[src/rtl/scale_win_ctrl_pkg.sv]
// Shared geometry defaults, clamp limits and FSM encoding
// for the scaler window controller.
package scale_win_ctrl_pkg;

    localparam int DST_W  = 200;
    localparam int DST_H  = 150;
    localparam int DISP_W = 640;
    localparam int DISP_H = 480;

    localparam logic [10:0] X0_MAX = 11'(DISP_W - DST_W);
    localparam logic [10:0] Y0_MAX = 11'(DISP_H - DST_H);

    typedef enum logic [1:0] {
        S_IDLE,
        S_ARM,
        S_FILL,
        S_LOCKED
    } state_t;

    function automatic logic [10:0] clamp11(
        input logic [10:0] v,
        input logic [10:0] lim
    );
        return (v > lim) ? lim : v;
    endfunction

endpackage

[src/rtl/scale_win_ctrl_win_geom.sv]
// Registered window hit, window offsets and border ring
// derived from the display counters and the active origin.
module win_geom #(
    parameter int DST_W  = 200,
    parameter int DST_H  = 150,
    parameter int DISP_W = 640,
    parameter int DISP_H = 480,
    parameter int BORDER = 2
) (
    input  logic        clk,
    input  logic        rst_n,
    input  logic        de,
    input  logic        locked,
    input  logic [10:0] hcnt,
    input  logic [10:0] vcnt,
    input  logic [10:0] x0,
    input  logic [10:0] y0,
    output logic        win_active,
    output logic [7:0]  win_x,
    output logic [7:0]  win_y,
    output logic        border_active
);

    logic [11:0] h, v, xs, ys, xe, ye;
    logic        hit, ring;

    assign h  = {1'b0, hcnt};
    assign v  = {1'b0, vcnt};
    assign xs = {1'b0, x0};
    assign ys = {1'b0, y0};
    assign xe = xs + 12'(DST_W);
    assign ye = ys + 12'(DST_H);

    // Window and expanded ring tests, all in 12-bit space; ring clipped to display
    always_comb begin
        hit  = de & locked
             & (h >= xs) & (h < xe)
             & (v >= ys) & (v < ye);
        ring = (h + 12'(BORDER) >= xs)
             & (h < xe + 12'(BORDER))
             & (v + 12'(BORDER) >= ys)
             & (v < ye + 12'(BORDER))
             & (h < 12'(DISP_W))
             & (v < 12'(DISP_H));
    end

    // Register outputs; offsets forced to zero outside the window
    always_ff @(posedge clk or negedge rst_n) begin
        if (!rst_n) begin
            win_active    <= 1'b0;
            win_x         <= '0;
            win_y         <= '0;
            border_active <= 1'b0;
        end else begin
            win_active    <= hit;
            win_x         <= hit ? 8'(h - xs) : 8'd0;
            win_y         <= hit ? 8'(v - ys) : 8'd0;
            border_active <= de & locked & ~hit & ring;
        end
    end

endmodule

[src/rtl/scale_win_ctrl.sv]
// Scaler window controller: source-frame lock FSM, frame
// counting and vblank-synchronised window configuration.
module scale_win_ctrl #(
    parameter int DST_W  = scale_win_ctrl_pkg::DST_W,
    parameter int DST_H  = scale_win_ctrl_pkg::DST_H,
    parameter int DISP_W = scale_win_ctrl_pkg::DISP_W,
    parameter int DISP_H = scale_win_ctrl_pkg::DISP_H,
    parameter int BORDER = 2
) (
    input  logic        clk,
    input  logic        rst_n,
    input  logic        src_vsync,
    input  logic        disp_de,
    input  logic [10:0] disp_hcnt,
    input  logic [10:0] disp_vcnt,
    input  logic        cfg_valid,
    output logic        cfg_ready,
    input  logic        cfg_en,
    input  logic [10:0] cfg_x0,
    input  logic [10:0] cfg_y0,
    output logic        frame_start,
    output logic        win_active,
    output logic [7:0]  win_x,
    output logic [7:0]  win_y,
    output logic        border_active,
    output logic        locked,
    output logic [15:0] frame_cnt
);

    import scale_win_ctrl_pkg::*;

    localparam logic [10:0] XLIM = 11'(DISP_W - DST_W);
    localparam logic [10:0] YLIM = 11'(DISP_H - DST_H);

    state_t      state, state_d;
    logic        vs_q, src_edge, fs_d;
    logic        pend_valid, pend_en, act_en;
    logic [10:0] pend_x, pend_y, act_x, act_y;
    logic        apply, en_eff;

    assign src_edge  = src_vsync & ~vs_q;
    assign cfg_ready = ~pend_valid;
    assign apply     = pend_valid
                     & (disp_vcnt == 11'(DISP_H))
                     & (disp_hcnt == 11'd0);
    // A disable landing at the apply point takes effect in that same cycle
    assign en_eff    = apply ? pend_en : act_en;

    // State, edge-detect history, frame pulse and frame counter
    always_ff @(posedge clk or negedge rst_n) begin
        if (!rst_n) begin
            state       <= S_IDLE;
            vs_q        <= 1'b0;
            frame_start <= 1'b0;
            frame_cnt   <= '0;
        end else begin
            state       <= state_d;
            vs_q        <= src_vsync;
            frame_start <= fs_d;
            if (fs_d)
                frame_cnt <= frame_cnt + 16'd1;
        end
    end

    // Next-state: disable overrides everything, else advance on source edges
    always_comb begin
        state_d = state;
        if (!en_eff) begin
            state_d = S_IDLE;
        end else begin
            unique case (state)
                S_IDLE:   state_d = S_ARM;
                S_ARM:    if (src_edge) state_d = S_FILL;
                S_FILL:   if (src_edge) state_d = S_LOCKED;
                S_LOCKED: state_d = S_LOCKED;
            endcase
        end
    end

    // Outputs: pulse request on qualifying edges, lock flag from state
    always_comb begin
        fs_d   = en_eff & src_edge & (state != S_IDLE);
        locked = (state == S_LOCKED);
    end

    // Config capture into pending regs, copy to active at the apply point
    always_ff @(posedge clk or negedge rst_n) begin
        if (!rst_n) begin
            pend_valid <= 1'b0;
            pend_en    <= 1'b0;
            pend_x     <= '0;
            pend_y     <= '0;
            act_en     <= 1'b0;
            act_x      <= '0;
            act_y      <= '0;
        end else if (cfg_valid && cfg_ready) begin
            pend_valid <= 1'b1;
            pend_en    <= cfg_en;
            pend_x     <= clamp11(cfg_x0, XLIM);
            pend_y     <= clamp11(cfg_y0, YLIM);
        end else if (apply) begin
            pend_valid <= 1'b0;
            act_en     <= pend_en;
            act_x      <= pend_x;
            act_y      <= pend_y;
        end
    end

    win_geom #(
        .DST_W  (DST_W),
        .DST_H  (DST_H),
        .DISP_W (DISP_W),
        .DISP_H (DISP_H),
        .BORDER (BORDER)
    ) u_geom (
        .clk           (clk),
        .rst_n         (rst_n),
        .de            (disp_de),
        .locked        (locked),
        .hcnt          (disp_hcnt),
        .vcnt          (disp_vcnt),
        .x0            (act_x),
        .y0            (act_y),
        .win_active    (win_active),
        .win_x         (win_x),
        .win_y         (win_y),
        .border_active (border_active)
    );

endmodule

[config.mk]
export PLATFORM = sky130hd
export DESIGN_NAME = scale_win_ctrl
export DESIGN_NICKNAME = d
export VERILOG_FILES = /design/src/rtl/scale_win_ctrl_pkg.sv /design/src/rtl/scale_win_ctrl_win_geom.sv /design/src/rtl/scale_win_ctrl.sv
export SDC_FILE = /design/constraint.sdc
export NUM_CORES = 1
export LEC_CHECK = 0
export CAP_MARGIN = 20
export CORE_MARGIN = 1.5
export CORE_UTILIZATION = 43
export CTS_CLUSTER_SIZE = 10
export DETAILED_ROUTE_END_ITERATION = 16
export PLACE_DENSITY = 0.65
export SYNTH_ARGS = -nofsm -noshare
export SYNTH_HDL_FRONTEND = slang
export SYNTH_SLANG_ARGS = --single-unit
[constraint.sdc]
create_clock -name clk -period 4.3 [get_ports clk]
set_input_delay 1.075 -clock clk [delete_from_list [all_inputs] [get_ports clk]]
set_output_delay 1.075 -clock clk [all_outputs]
set_load 0.005 [all_outputs]
# Word level (Yosys, flattened, before mapping)
# Index checks and enable logic that the tools add are counted.
dict set report totals {
  output_inout_bits 37
  in_bits 50
  elab_cells 81
  register_bits 85
}
dict set report classes {
  n_eq_ne 6
  addsub 9
  n_bitwise 21
  reduce_logical 7
  n_mux 11
  order_cmp 12
}
# cell count
set ops {}
lappend ops {{$lt 11x12->1} 4}
lappend ops {{$add 11x2->12 const B} 2}
lappend ops {{$add 11x8->12 const B} 2}
lappend ops {{$add 12x2->12 const B} 2}
lappend ops {{$ge 12x11->1} 2}
lappend ops {{$ge 11x11->1} 2}
lappend ops {{$gt 11x9->1 const B} 2}
lappend ops {{$mux 11} 2}
lappend ops {{$and 1x1->1} 17}
lappend ops {{$add 16x1->16 const B} 1}
lappend ops {{$mux 8} 2}
lappend ops {{$sub 8x8->8} 2}
lappend ops {{$eq 11x9->1 const B} 1}
lappend ops {{$logic_not 11->1} 1}
lappend ops {{$lt 11x10->1 const B} 1}
lappend ops {{$lt 11x9->1 const B} 1}
lappend ops {{$pmux 2 s4} 1}
lappend ops {{$mux 2} 3}
lappend ops {{$ne 3x3->1 const B} 2}
lappend ops {{$eq 2x2->1 const B} 2}
lappend ops {{$not 1->1} 4}
lappend ops {{$reduce_and 2->1} 2}
lappend ops {{$reduce_bool 2->1} 2}
lappend ops {{$mux 1} 3}
lappend ops {{3 further kinds} 3}

# Longest topological paths before layout
# Gate-level depths: netlist of the first run.
dict set report logic_depth {
  depth_word 9
  mapped_depth 16
  ltp_nobuf 15
}

# Cells and area by module
# A second synthesis of the first run with hierarchy kept.
dict set report unflattened {
  cells_unflattened 628
  area_unflattened_um2 6419.9
}
# module seq_area_each_um2 n_inst cells_per_inst area_each_um2
set modules_own_cells {}
lappend modules_own_cells {win_geom 450.4 1 409 3509.6}
lappend modules_own_cells {scale_win_ctrl 1676.6 1 219 2910.3}

# Least setup slack after synthesis of the first run
# Ideal clock, no wire load.
dict set report synth_path {
  path_kind {register to register}
  startpoint {register act_y[1]}
  endpoint {register u_geom.win_y[5]}
  path_buffers 2
  stages_incl_launch_ff 16
  arrival_ps 3397
  setup_slack_ps 833
  path_cell_list {dfrtp_1 -> inv_1 -> ha_1 -> nor2b_1 -> o211ai_1 -> a21oi_1 -> xnor2_1 -> ha_1 -> and3_1 -> a2111oi_0 -> a211oi_1 -> nor4_1 -> or3b_1 -> buf_2 -> buf_6 -> nor2_2}
}
dict set report synth_between {
  elab_chain_cells 4
}
# element line
set synth_lines {}
lappend synth_lines {{start, declared} scale_win_ctrl.sv:38} ;# logic [10:0] pend_x, pend_y, act_x, act_y;
lappend synth_lines {{start signal, assigned} scale_win_ctrl.sv:105} ;# act_y <= pend_y;
lappend synth_lines {{$add 11x8->12 / $ge 11x11->1 (equally long branches)} {scale_win_ctrl_win_geom.sv:32, scale_win_ctrl_win_geom.sv:38}}
lappend synth_lines {{$lt 11x12->1 / $and 1x1->1 (equally long branches)} scale_win_ctrl_win_geom.sv:38} ;# & (v >= ys) & (v < ye);
lappend synth_lines {{$and 1x1->1} scale_win_ctrl_win_geom.sv:38}
lappend synth_lines {{$mux 8 (*)} scale_win_ctrl_win_geom.sv:57} ;# win_y <= hit ? 8'(v - ys) : 8'd0;
lappend synth_lines {{end signal, assigned} scale_win_ctrl_win_geom.sv:57}
lappend synth_lines {{end, declared} scale_win_ctrl_win_geom.sv:20} ;# output logic [7:0] win_y,
# Every way passes the cells marked *; elsewhere a longest branch is shown, timed or not.
# A chain may end at the register's enable or synchronous reset.

# Final worst setup path of the first run
dict set report layout_path {
  startpoint {register act_y[4]}
  endpoint {register u_geom.win_y[2]}
}
dict set report layout_between {
  elab_chain_cells 4
}
# element line
set layout_lines {}
lappend layout_lines {{$add 11x8->12 / $ge 11x11->1 (equally long branches)} {scale_win_ctrl_win_geom.sv:32, scale_win_ctrl_win_geom.sv:38}}
lappend layout_lines {{$lt 11x12->1 / $and 1x1->1 (equally long branches)} scale_win_ctrl_win_geom.sv:38}
lappend layout_lines {{$and 1x1->1 (*)} scale_win_ctrl_win_geom.sv:38}
lappend layout_lines {{$mux 8 (*)} scale_win_ctrl_win_geom.sv:57}
# Marks and branches as above.

==> results of run 1 <==
-- layout make-up --
type	instances	area [µm²]
fillers	1212	6245
multi-input cells	499	3825
flip-flops and latches	85	2127
repair buffers	106	1041
clock buffers	9	225.2
well taps	180	225.2
inverters	42	157.7
clock inverters	7	88.84
-- power groups by stage --
stage	sequential (mW)	clock (mW)	combinational, mW
after CTS	0.818	0.826	0.211
after detailed placement	0.833	0	0.209
after floorplan	0.831	0	0.0955
after global routing	0.819	0.864	0.238
after global placement	0.833	0	0.204
final	0.818	0.808	0.213
-- routing by layer --
metal | track usage | wire length, µm | share of wire
met5 | 0 | 0 | 0
met4 | 0.07631 | 395 | 0.027
met3 | 0.04136 | 689 | 0.047
met2 | 0.3300 | 6657 | 0.45
met1 | 0.2847 | 7032 | 0.48
-- sequential cells by signal, indices dropped and copies added (netlist names) --
signal,count
act_en,1
act_x,11
state,2
u_geom.border_active,1
pend_x,11
pend_y,11
u_geom.win_active,1
act_y,11
pend_en,1
u_geom.win_y,8
pend_valid,1
frame_cnt,16
u_geom.win_x,8
vs_q,1
frame_start,1
-- layout by cell type, fill, tap and decap left out, types with 8 or more instances in the layout --
cell type and n:
sky130_fd_sc_hd__nor3_1 12, sky130_fd_sc_hd__nand3_1 17, sky130_fd_sc_hd__nor2_1 36, sky130_fd_sc_hd__o21ai_0 42, sky130_fd_sc_hd__nand4_1 10, sky130_fd_sc_hd__nor2_2 10
sky130_fd_sc_hd__nor2b_1 13, sky130_fd_sc_hd__clkdlybuf4s50_1 85, sky130_fd_sc_hd__o22a_1 8, sky130_fd_sc_hd__inv_1 41, sky130_fd_sc_hd__xnor2_1 45, sky130_fd_sc_hd__a21o_1 15
sky130_fd_sc_hd__xor2_1 23, sky130_fd_sc_hd__buf_4 19, sky130_fd_sc_hd__and3_1 8, sky130_fd_sc_hd__a21oi_1 26, sky130_fd_sc_hd__ha_1 82, sky130_fd_sc_hd__a22o_1 9
sky130_fd_sc_hd__nand2_1 46, sky130_fd_sc_hd__a211oi_1 10, sky130_fd_sc_hd__clkbuf_16 9, sky130_fd_sc_hd__dfrtp_1 85
-- worst paths after layout --
kind,startpoint,endpoint,slack (ns),cells past startpoint
worst max-delay path,act_y[4],u_geom.win_y[2],0.42,14
worst min register to register,frame_cnt[15],frame_cnt[15],0.48,1
worst min-delay path,frame_cnt[15],frame_cnt[15],0.48,1
worst max register to register,act_y[4],u_geom.win_y[2],0.42,14
max in group asynchronous,rst_n,pend_x[1],3.13,2
min in group asynchronous,rst_n,u_geom.win_y[3],0.58,1
-- synth_stat cells, drive strengths merged, types with 3 or more instances --
| cell | count |
|---|---|
| o21bai | 4 |
| or3 | 3 |
| xor2 | 23 |
| a21o | 15 |
| o21a | 5 |
| nor2b | 13 |
| inv | 41 |
| and3 | 8 |
| xnor2 | 45 |
| o21ai | 42 |
| ha | 82 |
| o31ai | 3 |
| nand4 | 10 |
| buf | 3 |
| a211oi | 12 |
| a211o | 3 |
| clkbuf | 7 |
| nand2 | 46 |
| a2111oi | 5 |
| and4 | 4 |
| o211ai | 5 |
| o22a | 8 |
| mux2 | 3 |
| nor4 | 6 |
| a21oi | 26 |
| nand3 | 22 |
| nor3 | 13 |
| nand2b | 5 |
| nor2 | 46 |
| fa | 6 |
| dfrtp | 85 |
| a22o | 9 |
-- kinds of logic after synthesis --
| group | share of synthesized area |
|---|---|
| buffers and inverters | 0.03375 |
| and+or+nand+nor | 0.1598 |
| adders and majority gates | 0.1862 |
| xor gates and xnor gates | 0.09677 |
| AOI/OAI and AO/OA | 0.1691 |
| muxes | 0.008741 |
| DFF | 0.3456 |
==> parameters.txt, run 1 <==
Parameter                              Value

Pwr
  Power per cell area ... 239.1 mW/mm²
  Lkg Pwr ... 3.531 nW
  Switch Pwr ... 454.4 µW
  Share of total power in the clock network ... 0.439
  Switching power share of the total ... 0.2471
  Post-route total power ... 1.838 mW
  Internal power ... 1.384 mW
  Max rail drop VDD ... 0.2470 mV
  Sequential share of power ... 0.445
  Relative contribution of combinational cells to total power ... 0.116

Worst setup path
  Required time of the critical path ... 4.56 ns
  CP max FO ... 18
  Bufs and invs on worst path ... 2
  Data arrival, critical path ... 4.14 ns
  Largest delay contributor family on the critical path ... simple AND/OR/NAND/NOR gates
  Cell repeated most along the worst path ... sky130_fd_sc_hd__ha_1
  Type of the worst setup path ... reg2reg
  Worst stage delay on the critical path ... 0.45 ns
  CP Launch Type ... register
  Nature of the critical path endpoint ... register
  Library cell contributing the largest single delay on the critical path ... sky130_fd_sc_hd__dfrtp_1
  Cell Chain, Critical Path ... inv_1 -> ha_1 -> nor2b_1 -> o211ai_1 -> a21oi_1 -> xnor2_1 -> ha_1 -> and3_1 -> a2111oi_0 -> a211oi_1 -> nor4_1 -> or3b_1 -> buf_12 -> nor3_1

Synth
  Flip-flop and latch count after synthesis ... 85
  Top-area cell type share of the netlist area ... 0.3456
  Top_reg_cell synth ... sky130_fd_sc_hd__dfrtp_1
  Post-Synthesis Net Count ... 774
  Number of instances in the synthesized netlist ... 636
  Average cell area after synthesis ... 9.677 µm²
  Distinct cell type count of the synthesized netlist ... 61
  Largest cells by area after synthesis ... sky130_fd_sc_hd__dfrtp_1 35%, sky130_fd_sc_hd__ha_1 17%, sky130_fd_sc_hd__xnor2_1 6.4%
  Number of warnings issued by yosys ... 0
  Fraction of synthesis flops using an asynchronous set or reset pin ... 1.000
  Post-synthesis instance area ... 0.006155 mm²
  Register area share after synthesis ... 0.3456
  Number of enable-type register cells in the synthesized netlist ... 0
  Cell taking the most area after synthesis ... sky130_fd_sc_hd__dfrtp_1

Drt
  DRC Markers ... 0
  Post-detailed-route via-to-cell ratio ... 5.449
  Total Wirelength ... 14.77 mm
  Detailed-route via count ... 5057
  DRT antenna net count ... 0
  1st-pass router iterations ... 5
  Drt initial violations ... 241
  Detailed-route wire length per cell ... 15.92 µm

Clock tree
  Post-CTS clock slew at the launch and capture registers of the worst setup and hold paths ... 0.07 ns
  Clock Sinks ... 85
  Source-to-sink clock delay at the later pin of the worst-skew pair ... 0.35 ns
  Maximum clock insertion buffer count ... 2
  Clock tree from TritonCTS ... built
  Number of buffers created by CTS ... 9
  Hold Buf Count CTS ... 0
  Depth of the CTS H-tree ... 3
  CTS root buf ... sky130_fd_sc_hd__clkbuf_16
  Post-CTS Setup Repair Bufs ... 0
  Post-cts repair resize count ... 0

Timing
  Fmax ... 0.2577 GHz
  Number of endpoints with negative hold slack in the final report ... 0
  Final number of max-transition violations ... 0
  Setup total negative slack ... 0 ns
  Worst Max-Slew Pin Slew ... 0.9986 ns
  Share of the clock period used by the worst path after layout ... 0.9025
  Max Clock Skew ... 0.009268 ns
  Relative max-transition margin ... 0.3329
  Post-route worst setup slack ... 0.4192 ns
  Final period demand of the worst path ... 3.881 ns
  RSZ-0062 raised after global routing ... false
  Hold_ws ... 0.4797 ns
  Finish-stage setup viols ... 0

Final layout
  Area delta synth->final ... 24.94%
  Post-route core utilization ... 0.5519
  Cell area after layout ... 0.007690 mm²
  Final Instance Count excl. Fillers ... 928
  Number of antenna repair diodes ... 0
  Net count reported at finish ... 881
  Share of layout cells above drive strength 1 ... 0.08422

Placement
  GP Congestion ... 0.9404
  Post-Place Cell Area ... 0.007348 mm²
  DP Worst Slack ... 0.2064 ns
  Detailed Place HPWL ... 11.96 mm
  Inst Count DP ... 911
  IO buf count ... 86

Outcome
  Outcome ... complete, no violations

Floorplan
  Starting utilization of the core area ... 0.4417
  Die Y-Extent ... 122.6 µm
  Area of the core ... 0.01393 mm²
  Top-Level Pins ... 87
  DIE AREA ... 0.01504 mm²
  Floorplan die width ... 122.6 µm
  Number of rows in the core area ... 43

Global routing
  Vias in the first global route ... 5120
  Antenna violations before repair ... 0
  Maximum number of pins on one net before global-route repair ... 86
  Wire length of the first global-routing pass ... 24.45 mm
  All-Layer GR Usage ... 0.2089
  Remaining Overflow, GRT ... 0

Flow run
  Number of violations of the max-capacitance limit ... 0

Worst hold path
  HP Class ... reg2reg
(Power assumes the default switching activity.)
==> run 2: changes to the inputs <==
- CAP_MARGIN: 20 -> 30
- SKIP_CTS_REPAIR_TIMING: unset -> 1
==> parameters.txt, run 2 (synthesized netlist as in run 1, its figures left out) <==
Parameter                              Value

Outcome
  Outcome ... complete, no violations

Drt
  Detailed-route via count ... 5083
  DRT antenna net count ... 0
  Post-detailed-route via-to-cell ratio ... 5.471
  1st-pass router iterations ... 5
  Drt initial violations ... 294
  Detailed-route wire length per cell ... 15.86 µm
  Total Wirelength ... 14.73 mm
  DRC Markers ... 0

Timing
  Fmax ... 0.2512 GHz
  Number of endpoints with negative hold slack in the final report ... 0
  Share of the clock period used by the worst path after layout ... 0.9257
  Relative max-transition margin ... 0.4799
  RSZ-0062 raised after global routing ... false
  Final number of max-transition violations ... 0
  Worst Max-Slew Pin Slew ... 0.7605 ns
  Max Clock Skew ... 0.01036 ns
  Post-route worst setup slack ... 0.3193 ns
  Final period demand of the worst path ... 3.981 ns
  Setup total negative slack ... 0 ns
  Finish-stage setup viols ... 0

Floorplan
  Top-Level Pins ... 87
  Number of rows in the core area ... 43
  DIE AREA ... 0.01504 mm²
  Floorplan die width ... 122.6 µm
  Die Y-Extent ... 122.6 µm
  Starting utilization of the core area ... 0.4417
  Area of the core ... 0.01393 mm²

Pwr
  Post-route total power ... 1.774 mW
  Lkg Pwr ... 3.522 nW
  Max rail drop VDD ... 0.2422 mV
  Power per cell area ... 231.1 mW/mm²

Final layout
  Total area of multi-input combinational cells ... 0.003825 mm²
  Storage element area ... 0.002127 mm²
  Cell area after layout ... 0.007677 mm²
  Commonest non-fill, non-tap cells in the layout ... 85 x sky130_fd_sc_hd__dfrtp_1, 85 x sky130_fd_sc_hd__clkdlybuf4s50_1, 82 x sky130_fd_sc_hd__ha_1
  Share of layout cells above drive strength 1 ... 0.08545
  Top reg by flops ... frame_cnt
  Net count reported at finish ... 882
  Number of flip-flops in the largest register ... 16
  Number of antenna repair diodes ... 0
  Filler Cells Inserted ... 1225
  Area delta synth->final ... 24.74%
  Final Instance Count excl. Fillers ... 929

Clock tree
  Clock Sinks ... 85
  Number of buffers created by CTS ... 9
  Clock tree from TritonCTS ... built
  Depth of the CTS H-tree ... 3
  CTS root buf ... sky130_fd_sc_hd__clkbuf_16
  Maximum clock insertion buffer count ... 2
  Post-CTS clock slew at the launch and capture registers of the worst setup and hold paths ... 0.07 ns
  Source-to-sink clock delay at the later pin of the worst-skew pair ... 0.35 ns

Global routing
  All-Layer GR Usage ... 0.2096
  Wire length of the first global-routing pass ... 24.54 mm
  Vias in the first global route ... 5059
  Antenna violations before repair ... 0
  Remaining Overflow, GRT ... 0
  Maximum number of pins on one net before global-route repair ... 71

Worst setup path
  Required time of the critical path ... 4.55 ns
  Nature of the critical path endpoint ... register
  Data arrival, critical path ... 4.23 ns
  CP max FO ... 18
  CP Launch Type ... register
  Worst setup slack for register-to-register paths ... 0.32 ns
  Type of the worst setup path ... reg2reg

Worst hold path
  HP Class ... reg2reg

Placement
  GP Congestion ... 0.9404
  Inst Count DP ... 912
  Post-Place Cell Area ... 0.007376 mm²
  IO buf count ... 86
  DP Worst Slack ... 0.2170 ns
  Detailed Place HPWL ... 12.09 mm

Flow run
  Number of violations of the max-capacitance limit ... 0
==> run 2: cell types whose count changed in the layout (fill, tap and decap cells not counted), sizes merged <==
| cell | change |
|---|---|
| clkinv | +2 |
| inv | -2 |
| buf | +1 |
| bufinv | -1 |
| clkinvlp | +1 |
==> run 2: worst paths after layout <==
kind,startpoint,to,cells past startpoint
worst max-delay path,act_y[4],u_geom.win_y[2],14
worst min-delay path,frame_cnt[15],frame_cnt[15],1
worst max register to register,act_y[4],u_geom.win_y[2],14
worst min register to register,frame_cnt[15],frame_cnt[15],1
max in group asynchronous,rst_n,frame_cnt[11],2
min in group asynchronous,rst_n,u_geom.win_y[2],1
==> run 2: report_power, final <==
group          leakage, nW  switching (mW)  internal [mW]
sequential            1.04         0.00678          0.812
combinational         2.34           0.106          0.107
clock                0.137           0.338          0.405
==> run 2: cell type report <==
type / instances / area share
multi-input cells: 499 / 0.4982
flip-flops and latches: 85 / 0.2771
well taps: 180 / 0.02934
inverters: 42 / 0.02053
repair buffers: 107 / 0.1366
clock inverters: 7 / 0.008963
clock buffers: 9 / 0.02934
==> run 2: stage by stage <==
| step | util | hold slack [ns] |
|---|---|---|
| detailed placement | 0.5293 | 0.4666 |
| finish | 0.5510 | 0.4797 |
| CTS | 0.5504 | 0.4780 |
| global route | 0.5510 | 0.5107 |
| global placement | 0.5273 | 0.4597 |
| floorplan | - | 0.4422 |
==> run 2: layer usage <==
layer  vias up  track usage  part of all wire
li1       2509            -                 -
met4         0      0.07558             0.027
met3        29      0.03950             0.042
met5         -            0                 0
met2       128       0.3328              0.45
met1      2417       0.2856              0.48
==> run 2: worst max-delay path: stages (launching register included) <==
cell and delay (ns):
sky130_fd_sc_hd__dfrtp_1 0.46, sky130_fd_sc_hd__inv_1 0.10, sky130_fd_sc_hd__ha_1 0.18, sky130_fd_sc_hd__nor2b_1 0.14
sky130_fd_sc_hd__o211ai_1 0.27, sky130_fd_sc_hd__a21oi_1 0.13, sky130_fd_sc_hd__xnor2_1 0.38, sky130_fd_sc_hd__ha_1 0.32
sky130_fd_sc_hd__and3_1 0.20, sky130_fd_sc_hd__a2111oi_0 0.40, sky130_fd_sc_hd__a211oi_1 0.19, sky130_fd_sc_hd__nor4_1 0.29
sky130_fd_sc_hd__or3b_1 0.43, sky130_fd_sc_hd__buf_12 0.18, sky130_fd_sc_hd__nor3_1 0.20
